**src/rtl/rggen_register_access_sequencer_if.sv**
```systemverilog
// CSR bus between a requester and the register access sequencer.
// One request and one response channel, each with a valid/ready handshake.
interface rggen_register_access_sequencer_if #(
  parameter int ADDRESS_WIDTH = 8,
  parameter int BUS_WIDTH     = 32
);
  logic                     req_valid;
  logic                     req_ready;
  logic [ADDRESS_WIDTH-1:0] address;
  logic                     write;
  logic [BUS_WIDTH-1:0]     write_data;
  logic [BUS_WIDTH/8-1:0]   strobe;
  logic                     resp_valid;
  logic                     resp_ready;
  logic [1:0]               resp_status;
  logic [BUS_WIDTH-1:0]     resp_read_data;

  modport master (
    output req_valid, address, write, write_data, strobe, resp_ready,
    input  req_ready, resp_valid, resp_status, resp_read_data
  );

  modport slave (
    input  req_valid, address, write, write_data, strobe, resp_ready,
    output req_ready, resp_valid, resp_status, resp_read_data
  );
endinterface

```
**src/rtl/rggen_register_access_sequencer.sv**
```systemverilog
// CSR request decoder and access sequencer feeding the bit-field instances.
// Optional ACCESS timeout enabled with `define RGGEN_ACCESS_TIMEOUT_EN.
module rggen_register_access_sequencer #(
  parameter int                             ADDRESS_WIDTH     = 8,
  parameter int                             BUS_WIDTH         = 32,
  parameter int                             REGISTERS         = 4,
  parameter logic [REGISTERS*ADDRESS_WIDTH-1:0] REGISTER_ADDRESS =
    {REGISTERS*ADDRESS_WIDTH{1'b0}},
  parameter logic                           ERROR_STATUS      = 1'b1,
  parameter logic [BUS_WIDTH-1:0]           DEFAULT_READ_DATA = {BUS_WIDTH{1'b0}},
  parameter int                             TIMEOUT_CYCLES    = 16
) (
  input  logic                           clk,
  input  logic                           rst_n,
  rggen_register_access_sequencer_if.slave bus,
  output logic [REGISTERS-1:0]           register_select,
  output logic                           sw_write_valid,
  output logic                           sw_read_valid,
  output logic [BUS_WIDTH-1:0]           sw_mask,
  output logic [BUS_WIDTH-1:0]           sw_write_data,
  input  logic [REGISTERS-1:0]           register_ready,
  input  logic [REGISTERS*BUS_WIDTH-1:0] register_read_data
);
  localparam int LSB = $clog2(BUS_WIDTH/8);
  localparam int AW  = ADDRESS_WIDTH - LSB;

  typedef enum logic [1:0] {
    IDLE,
    ACCESS,
    RESPONSE
  } state_t;

  state_t               state;
  logic                 write_q;
  logic [REGISTERS-1:0] select_next;
  logic                 found;
  logic [BUS_WIDTH-1:0] mask_next;
  logic [BUS_WIDTH-1:0] selected;
  logic                 hit;
  logic                 done;

  generate
    if (LSB > 0) begin : g_lsb
      logic unused_lsb;
      assign unused_lsb = ^bus.address[LSB-1:0];
    end
  endgenerate

  // Word-granular decode; the lowest matching index wins.
  always_comb begin
    select_next = '0;
    found = 1'b0;
    for (int i = 0; i < REGISTERS; i++) begin
      if (!found &&
          bus.address[ADDRESS_WIDTH-1:LSB] ==
          REGISTER_ADDRESS[i*ADDRESS_WIDTH+LSB +: AW]) begin
        select_next[i] = 1'b1;
        found = 1'b1;
      end
    end
  end

  always_comb begin
    mask_next = '0;
    for (int b = 0; b < BUS_WIDTH/8; b++) begin
      mask_next[8*b +: 8] = {8{bus.strobe[b]}};
    end
  end

  always_comb begin
    selected = '0;
    for (int i = 0; i < REGISTERS; i++) begin
      if (register_select[i]) begin
        selected |= register_read_data[i*BUS_WIDTH +: BUS_WIDTH];
      end
    end
  end

  assign hit  = |register_select;
  assign done = !hit || |(register_ready & register_select);

`ifdef RGGEN_ACCESS_TIMEOUT_EN
  localparam int CW = $clog2(TIMEOUT_CYCLES + 1);
  logic [CW-1:0] count;
`else
  localparam int unused_timeout = TIMEOUT_CYCLES;
`endif

  always_ff @(posedge clk or negedge rst_n) begin
    if (!rst_n) begin
      state               <= IDLE;
      write_q             <= 1'b0;
      bus.req_ready       <= 1'b1;
      bus.resp_valid      <= 1'b0;
      bus.resp_status     <= 2'b00;
      bus.resp_read_data  <= '0;
      register_select     <= '0;
      sw_write_valid      <= 1'b0;
      sw_read_valid       <= 1'b0;
      sw_mask             <= '0;
      sw_write_data       <= '0;
`ifdef RGGEN_ACCESS_TIMEOUT_EN
      count               <= '0;
`endif
    end else begin
      unique case (state)
        IDLE: begin
          if (bus.req_valid) begin
            state           <= ACCESS;
            bus.req_ready   <= 1'b0;
            write_q         <= bus.write;
            register_select <= select_next;
            sw_write_valid  <= found && bus.write;
            sw_read_valid   <= found && !bus.write;
            sw_mask         <= bus.write ? mask_next : '1;
            sw_write_data   <= bus.write_data;
`ifdef RGGEN_ACCESS_TIMEOUT_EN
            count           <= '0;
`endif
          end
        end
        ACCESS: begin
          if (done) begin
            state              <= RESPONSE;
            bus.resp_valid     <= 1'b1;
            register_select    <= '0;
            sw_write_valid     <= 1'b0;
            sw_read_valid      <= 1'b0;
            bus.resp_status    <= (!hit && ERROR_STATUS) ? 2'b10 : 2'b00;
            bus.resp_read_data <= write_q ? '0 :
                                  hit     ? selected : DEFAULT_READ_DATA;
          end
`ifdef RGGEN_ACCESS_TIMEOUT_EN
          else if (count == CW'(TIMEOUT_CYCLES - 1)) begin
            state              <= RESPONSE;
            bus.resp_valid     <= 1'b1;
            register_select    <= '0;
            sw_write_valid     <= 1'b0;
            sw_read_valid      <= 1'b0;
            bus.resp_status    <= 2'b11;
            bus.resp_read_data <= '0;
          end else begin
            count <= count + 1'b1;
          end
`endif
        end
        RESPONSE: begin
          if (bus.resp_ready) begin
            state          <= IDLE;
            bus.resp_valid <= 1'b0;
            bus.req_ready  <= 1'b1;
          end
        end
        default: state <= IDLE;
      endcase
    end
  end
endmodule

```
**src/flat_wrapper.sv**
```systemverilog
// flat-port wrapper written by rule: the top's interface ports become plain ports
module rggen_register_access_sequencer_flat 
#(
  parameter int                             ADDRESS_WIDTH     = 8,
  parameter int                             BUS_WIDTH         = 32,
  parameter int                             REGISTERS         = 4,
  parameter logic [REGISTERS*ADDRESS_WIDTH-1:0] REGISTER_ADDRESS =
    {REGISTERS*ADDRESS_WIDTH{1'b0}},
  parameter logic                           ERROR_STATUS      = 1'b1,
  parameter logic [BUS_WIDTH-1:0]           DEFAULT_READ_DATA = {BUS_WIDTH{1'b0}},
  parameter int                             TIMEOUT_CYCLES    = 16
)
  (clk, rst_n, register_select, sw_write_valid, sw_read_valid, sw_mask, sw_write_data, register_ready, register_read_data, bus_req_valid, bus_address, bus_write, bus_write_data, bus_strobe, bus_resp_ready, bus_req_ready, bus_resp_valid, bus_resp_status, bus_resp_read_data);
  rggen_register_access_sequencer_if #(.ADDRESS_WIDTH(ADDRESS_WIDTH), .BUS_WIDTH(BUS_WIDTH)) bus_i ();
  input  logic clk;
  input  logic rst_n;
  output logic [REGISTERS-1:0] register_select;
  output logic sw_write_valid;
  output logic sw_read_valid;
  output logic [BUS_WIDTH-1:0] sw_mask;
  output logic [BUS_WIDTH-1:0] sw_write_data;
  input  logic [REGISTERS-1:0] register_ready;
  input  logic [REGISTERS*BUS_WIDTH-1:0] register_read_data;
  input wire logic [$bits(bus_i.req_valid)-1:0] bus_req_valid;
  input wire logic [$bits(bus_i.address)-1:0] bus_address;
  input wire logic [$bits(bus_i.write)-1:0] bus_write;
  input wire logic [$bits(bus_i.write_data)-1:0] bus_write_data;
  input wire logic [$bits(bus_i.strobe)-1:0] bus_strobe;
  input wire logic [$bits(bus_i.resp_ready)-1:0] bus_resp_ready;
  output wire logic [$bits(bus_i.req_ready)-1:0] bus_req_ready;
  output wire logic [$bits(bus_i.resp_valid)-1:0] bus_resp_valid;
  output wire logic [$bits(bus_i.resp_status)-1:0] bus_resp_status;
  output wire logic [$bits(bus_i.resp_read_data)-1:0] bus_resp_read_data;
  assign bus_i.req_valid = bus_req_valid;
  assign bus_i.address = bus_address;
  assign bus_i.write = bus_write;
  assign bus_i.write_data = bus_write_data;
  assign bus_i.strobe = bus_strobe;
  assign bus_i.resp_ready = bus_resp_ready;
  assign bus_req_ready = bus_i.req_ready;
  assign bus_resp_valid = bus_i.resp_valid;
  assign bus_resp_status = bus_i.resp_status;
  assign bus_resp_read_data = bus_i.resp_read_data;
  rggen_register_access_sequencer #(.ADDRESS_WIDTH(ADDRESS_WIDTH), .BUS_WIDTH(BUS_WIDTH), .REGISTERS(REGISTERS), .REGISTER_ADDRESS(REGISTER_ADDRESS), .ERROR_STATUS(ERROR_STATUS), .DEFAULT_READ_DATA(DEFAULT_READ_DATA), .TIMEOUT_CYCLES(TIMEOUT_CYCLES)) u_core (.clk(clk), .rst_n(rst_n), .bus(bus_i), .register_select(register_select), .sw_write_valid(sw_write_valid), .sw_read_valid(sw_read_valid), .sw_mask(sw_mask), .sw_write_data(sw_write_data), .register_ready(register_ready), .register_read_data(register_read_data));
endmodule
```
**config.mk**
```make
export PLATFORM = sky130hd
export DESIGN_NAME = rggen_register_access_sequencer_flat
export DESIGN_NICKNAME = d
export VERILOG_FILES = /design/src/rtl/rggen_register_access_sequencer_if.sv /design/src/rtl/rggen_register_access_sequencer.sv /design/src/flat_wrapper.sv
export SDC_FILE = /design/constraint.sdc
export NUM_CORES = 1
export LEC_CHECK = 0
export CAP_MARGIN = 20
export CORE_ASPECT_RATIO = 0.5
export CORE_MARGIN = 3
export CORE_UTILIZATION = 32
export CTS_CLUSTER_DIAMETER = 40
export DETAILED_ROUTE_END_ITERATION = 10
export PLACE_DENSITY = 0.81
export SLEW_MARGIN = 15
export SYNTH_ARGS = -nofsm -noshare
export SYNTH_HDL_FRONTEND = slang
export SYNTH_SLANG_ARGS = --single-unit
```
**constraint.sdc**
```tcl
create_clock -name clk -period 2.1 [get_ports clk]
set_input_delay 0.63 -clock clk [delete_from_list [all_inputs] [get_ports clk]]
set_output_delay 0.63 -clock clk [all_outputs]
set_load 0.02 [all_outputs]
```
==> results of run 1 <==
==> area by class of cell <==
cell class	instances	area, um2	area share
inverters	7	26.3	0.00481
repair buffers	193	1940	0.355
flip-flops and latches	77	1930	0.353
clock inverters	5	58.8	0.0108
well taps	135	169	0.0309
multi-input cells	165	1090	0.199
clock buffers	11	253	0.0463
==> stage by stage <==
stage | cell area [um2] | power (uW) | cells | worst slack, ps | TNS [ps]
6_report | 5460 | 6980 | 593 | 80.1 | 0
5_1_grt | 5460 | 7340 | 593 | 12.2 | 0
4_1_cts | 5430 | 7100 | 593 | 0.288 | 0
3_5_place_dp | 5150 | 5630 | 577 | -67.7 | -468
3_3_place_gp | 5150 | 5560 | 577 | -11.5 | -71.9
2_1_floorplan | 3380 | 4210 | 303 | 491 | 0
==> worst paths after layout <==
check                                     startpoint                             to  slack, ps  depth (start not counted)
max reg2reg                          u_core.state[1]  u_core.bus.resp_read_data[28]        500                          4
max in group asynchronous                      rst_n             u_core.sw_mask[30]       1330                          2
min                                            rst_n  u_core.bus.resp_read_data[27]        180                          1
min in group clk               u_core.bus.resp_valid          u_core.bus.resp_valid        480                          1
min reg2reg                    u_core.bus.resp_valid          u_core.bus.resp_valid        480                          1
max                        u_core.register_select[0]             register_select[0]         80                          1
==> cells in the mapped netlist (all sizes together) <==
cell,n,area share
dfrtp,76,0.56
buf,41,0.088
o21ai,40,0.059
mux2,34,0.11
nand2,34,0.038
nand4,32,0.059
clkbuf,13,0.014
inv,7,0.0078
a21oi,4,0.0059
nand2b,3,0.0056
nor2b,3,0.0056
a32o,2,0.0059
nor2,2,0.0022
a21o,1,0.0022
a31o,1,0.0026
conb,1,0.0011
dfstp,1,0.0078
nand3,1,0.0015
nor3b,1,0.0056
nor4,1,0.0037
o2bb2ai,1,0.0026
or4,1,0.0022
==> placed cells by master (no fill, tap or decap), types with 2 or more instances in the layout <==
cell type and count:
inv_1 7, mux2_1 3, o21ai_0 36, nand2_1 34, buf_4 10, mux2_2 31
clkbuf_16 9, dfrtp_1 75, nor2b_2 3, clkdlybuf4s50_1 147, a32o_1 2, a21oi_1 4
clkinvlp_4 2, nor2_1 2, nand4_1 32, o21ai_1 4, nand2b_1 3, dlymetal6s2s_1 12
conb_1 4, clkbuf_8 2, buf_12 3, dlygate4sd2_1 21
==> where the power goes <==
part | switching, uW | internal (uW)
Combinational | 1630 | 1530
Sequential | 302 | 1920
Clock | 604 | 985
Total | 2540 | 4440
==> metal layers <==
layer  global-route usage  up-vias
met4               0.0606        0
met1                0.186     1351
met2                0.285      106
li1                     -     1318
met3               0.0490       16
met5                    0        -
==> cells by family (layout without fill, tap and decap cells) <==
logic type / Yosys count / in the layout / synth area share
DFF: 77 / 77 / 0.573
and+or+nand+nor: 78 / 78 / 0.124
AOI/OAI and AO/OA: 49 / 49 / 0.0788
other: 1 / 4 / 0.00111
muxes: 34 / 34 / 0.114
buffers and inverters: 61 / 216 / 0.110
==> registers in the layout, summed over array words and instances (netlist names) <==
signal,count
u_core.bus.req_ready,1
u_core.bus.resp_read_data,32
u_core.bus.resp_status,1
u_core.bus.resp_valid,1
u_core.register_select,1
u_core.state,2
u_core.sw_mask,4
u_core.sw_read_valid,1
u_core.sw_write_data,32
u_core.sw_write_valid,1
u_core.write_q,1
==> timing repair <==
action	4_1_cts	5_1_grt
buffers inserted	0	0
setup endpoints to repair	33	12
resized for setup	22	12
hold buffers	0	0
==> impl_metrics.py, run 1 <==
metrics = {
    "timing": {
        "clock_skew_ps": 3.68,
        "tightest_slew_ps": 588,
        "finalCriticalPeriod_ps": 2020,
        "maxSlewHeadroom": 0.608,
        "slew_violations": 0,
        "fin_crit_sh": 0.962,
        "whs_ps": 182,
        "grt_setup_unrepaired": "false",
        "setup_viol": 0,
        "fmax_mhz": 495,
        "finalHoldViolCount": 0,
    },
    "route": {
        "drtAntennaViolNets": 0,
        "totalWireLength_mm": 9.67,
        "wl_met2_mm": 5.08,
        "via_per_inst": 4.71,
        "route.met3.wl_um": 612,
        "first_pass_iters": 4,
        "wl_met1_mm": 3.77,
        "drc": 0,
        "routed.top_layer": "met4",
        "wl_per_cell_um": 16.3,
        "drt_iter0_drc": 114,
        "route.vias.total": 2791,
    },
    "global_routing": {
        "overflow": 0,
        "grt_max_degree": 34,
        "first_global_vias": 2800,
        "grt_pass1_wl_mm": 14.9,
        "antenna_found_initial": 0,
        "grt_usage": 0.162,
    },
    "worst_setup_path": {
        "crit_path_end_kind": "output port",
        "cp_top_family": "buffers and inverters",
        "path_buf_inv": 1,
        "slowest_stage": "clkdlybuf4s50_1",
        "max_stage_delay_ps": 650,
        "cp_data_arrival_time_ps": 1390,
        "worstPathCellList": "clkdlybuf4s50_1",
        "critPathKind": "reg -> out",
        "crit_path_start_kind": "flop",
        "crit_required_ps": 1470,
        "crit_fanout": 6,
    },
    "clock_network": {
        "worstSkewPairLatency_ps": 330,
        "cts_buffers": 9,
        "cts_tree": "done",
        "clock_path_buffers": 2,
        "h-tree-depth": 3,
        "cts_num_sinks": 77,
        "cts_root_buffer": "clkbuf_16",
        "clk_pin_slew_ps": 60,
    },
    "min_path": {
        "hold_path_class": "in -> async",
    },
    "logic_synthesis": {
        "ys_types": 25,
        "ys_seq_elements": 77,
        "avgSynthCellArea_um2": 11.2,
        "syn-cell-area_mm2": 0.00337,
        "yosysSeqAreaShare": 0.573,
        "yosys_warnings": 0,
        "syn_inst": 300,
    },
    "placement": {
        "gp_congestion": 0.721,
        "dp_hpwl_mm": 7.01,
        "portBuffers": 181,
    },
    "finish": {
        "nFillCells": 874,
        "drive_gt1_frac": 0.148,
        "area_growth_pct": 62.3,
        "final_core_util": 0.556,
        "insertedDiodeCount": 0,
        "nets": 634,
    },
    "die": {
        "die_w_um": 151,
        "dieArea_mm2": 0.0119,
        "core_mm2": 0.00982,
        "rows": 25,
        "pin_count": 287,
        "die_h_um": 78.5,
        "start_util": 0.343,
    },
    "job": {
        "cap_violations": 0,
    },
    "pwr": {
        "powerDensity_mw_per_mm2": 1280,
        "vdd_ir_drop_max_v": 0.000515,
        "p_leak_uw": 0.00254,
    },
    "status": {
        "outcome": "completed",
    },
}
(Power assumes the default switching activity.)
==> inputs of run 2 (changes only) <==
Settings changed: ABC_CLOCK_PERIOD_IN_PS set to 2100.
==> results of run 2 <==
Final layout, timing and power as in run 1 (identical DEF).
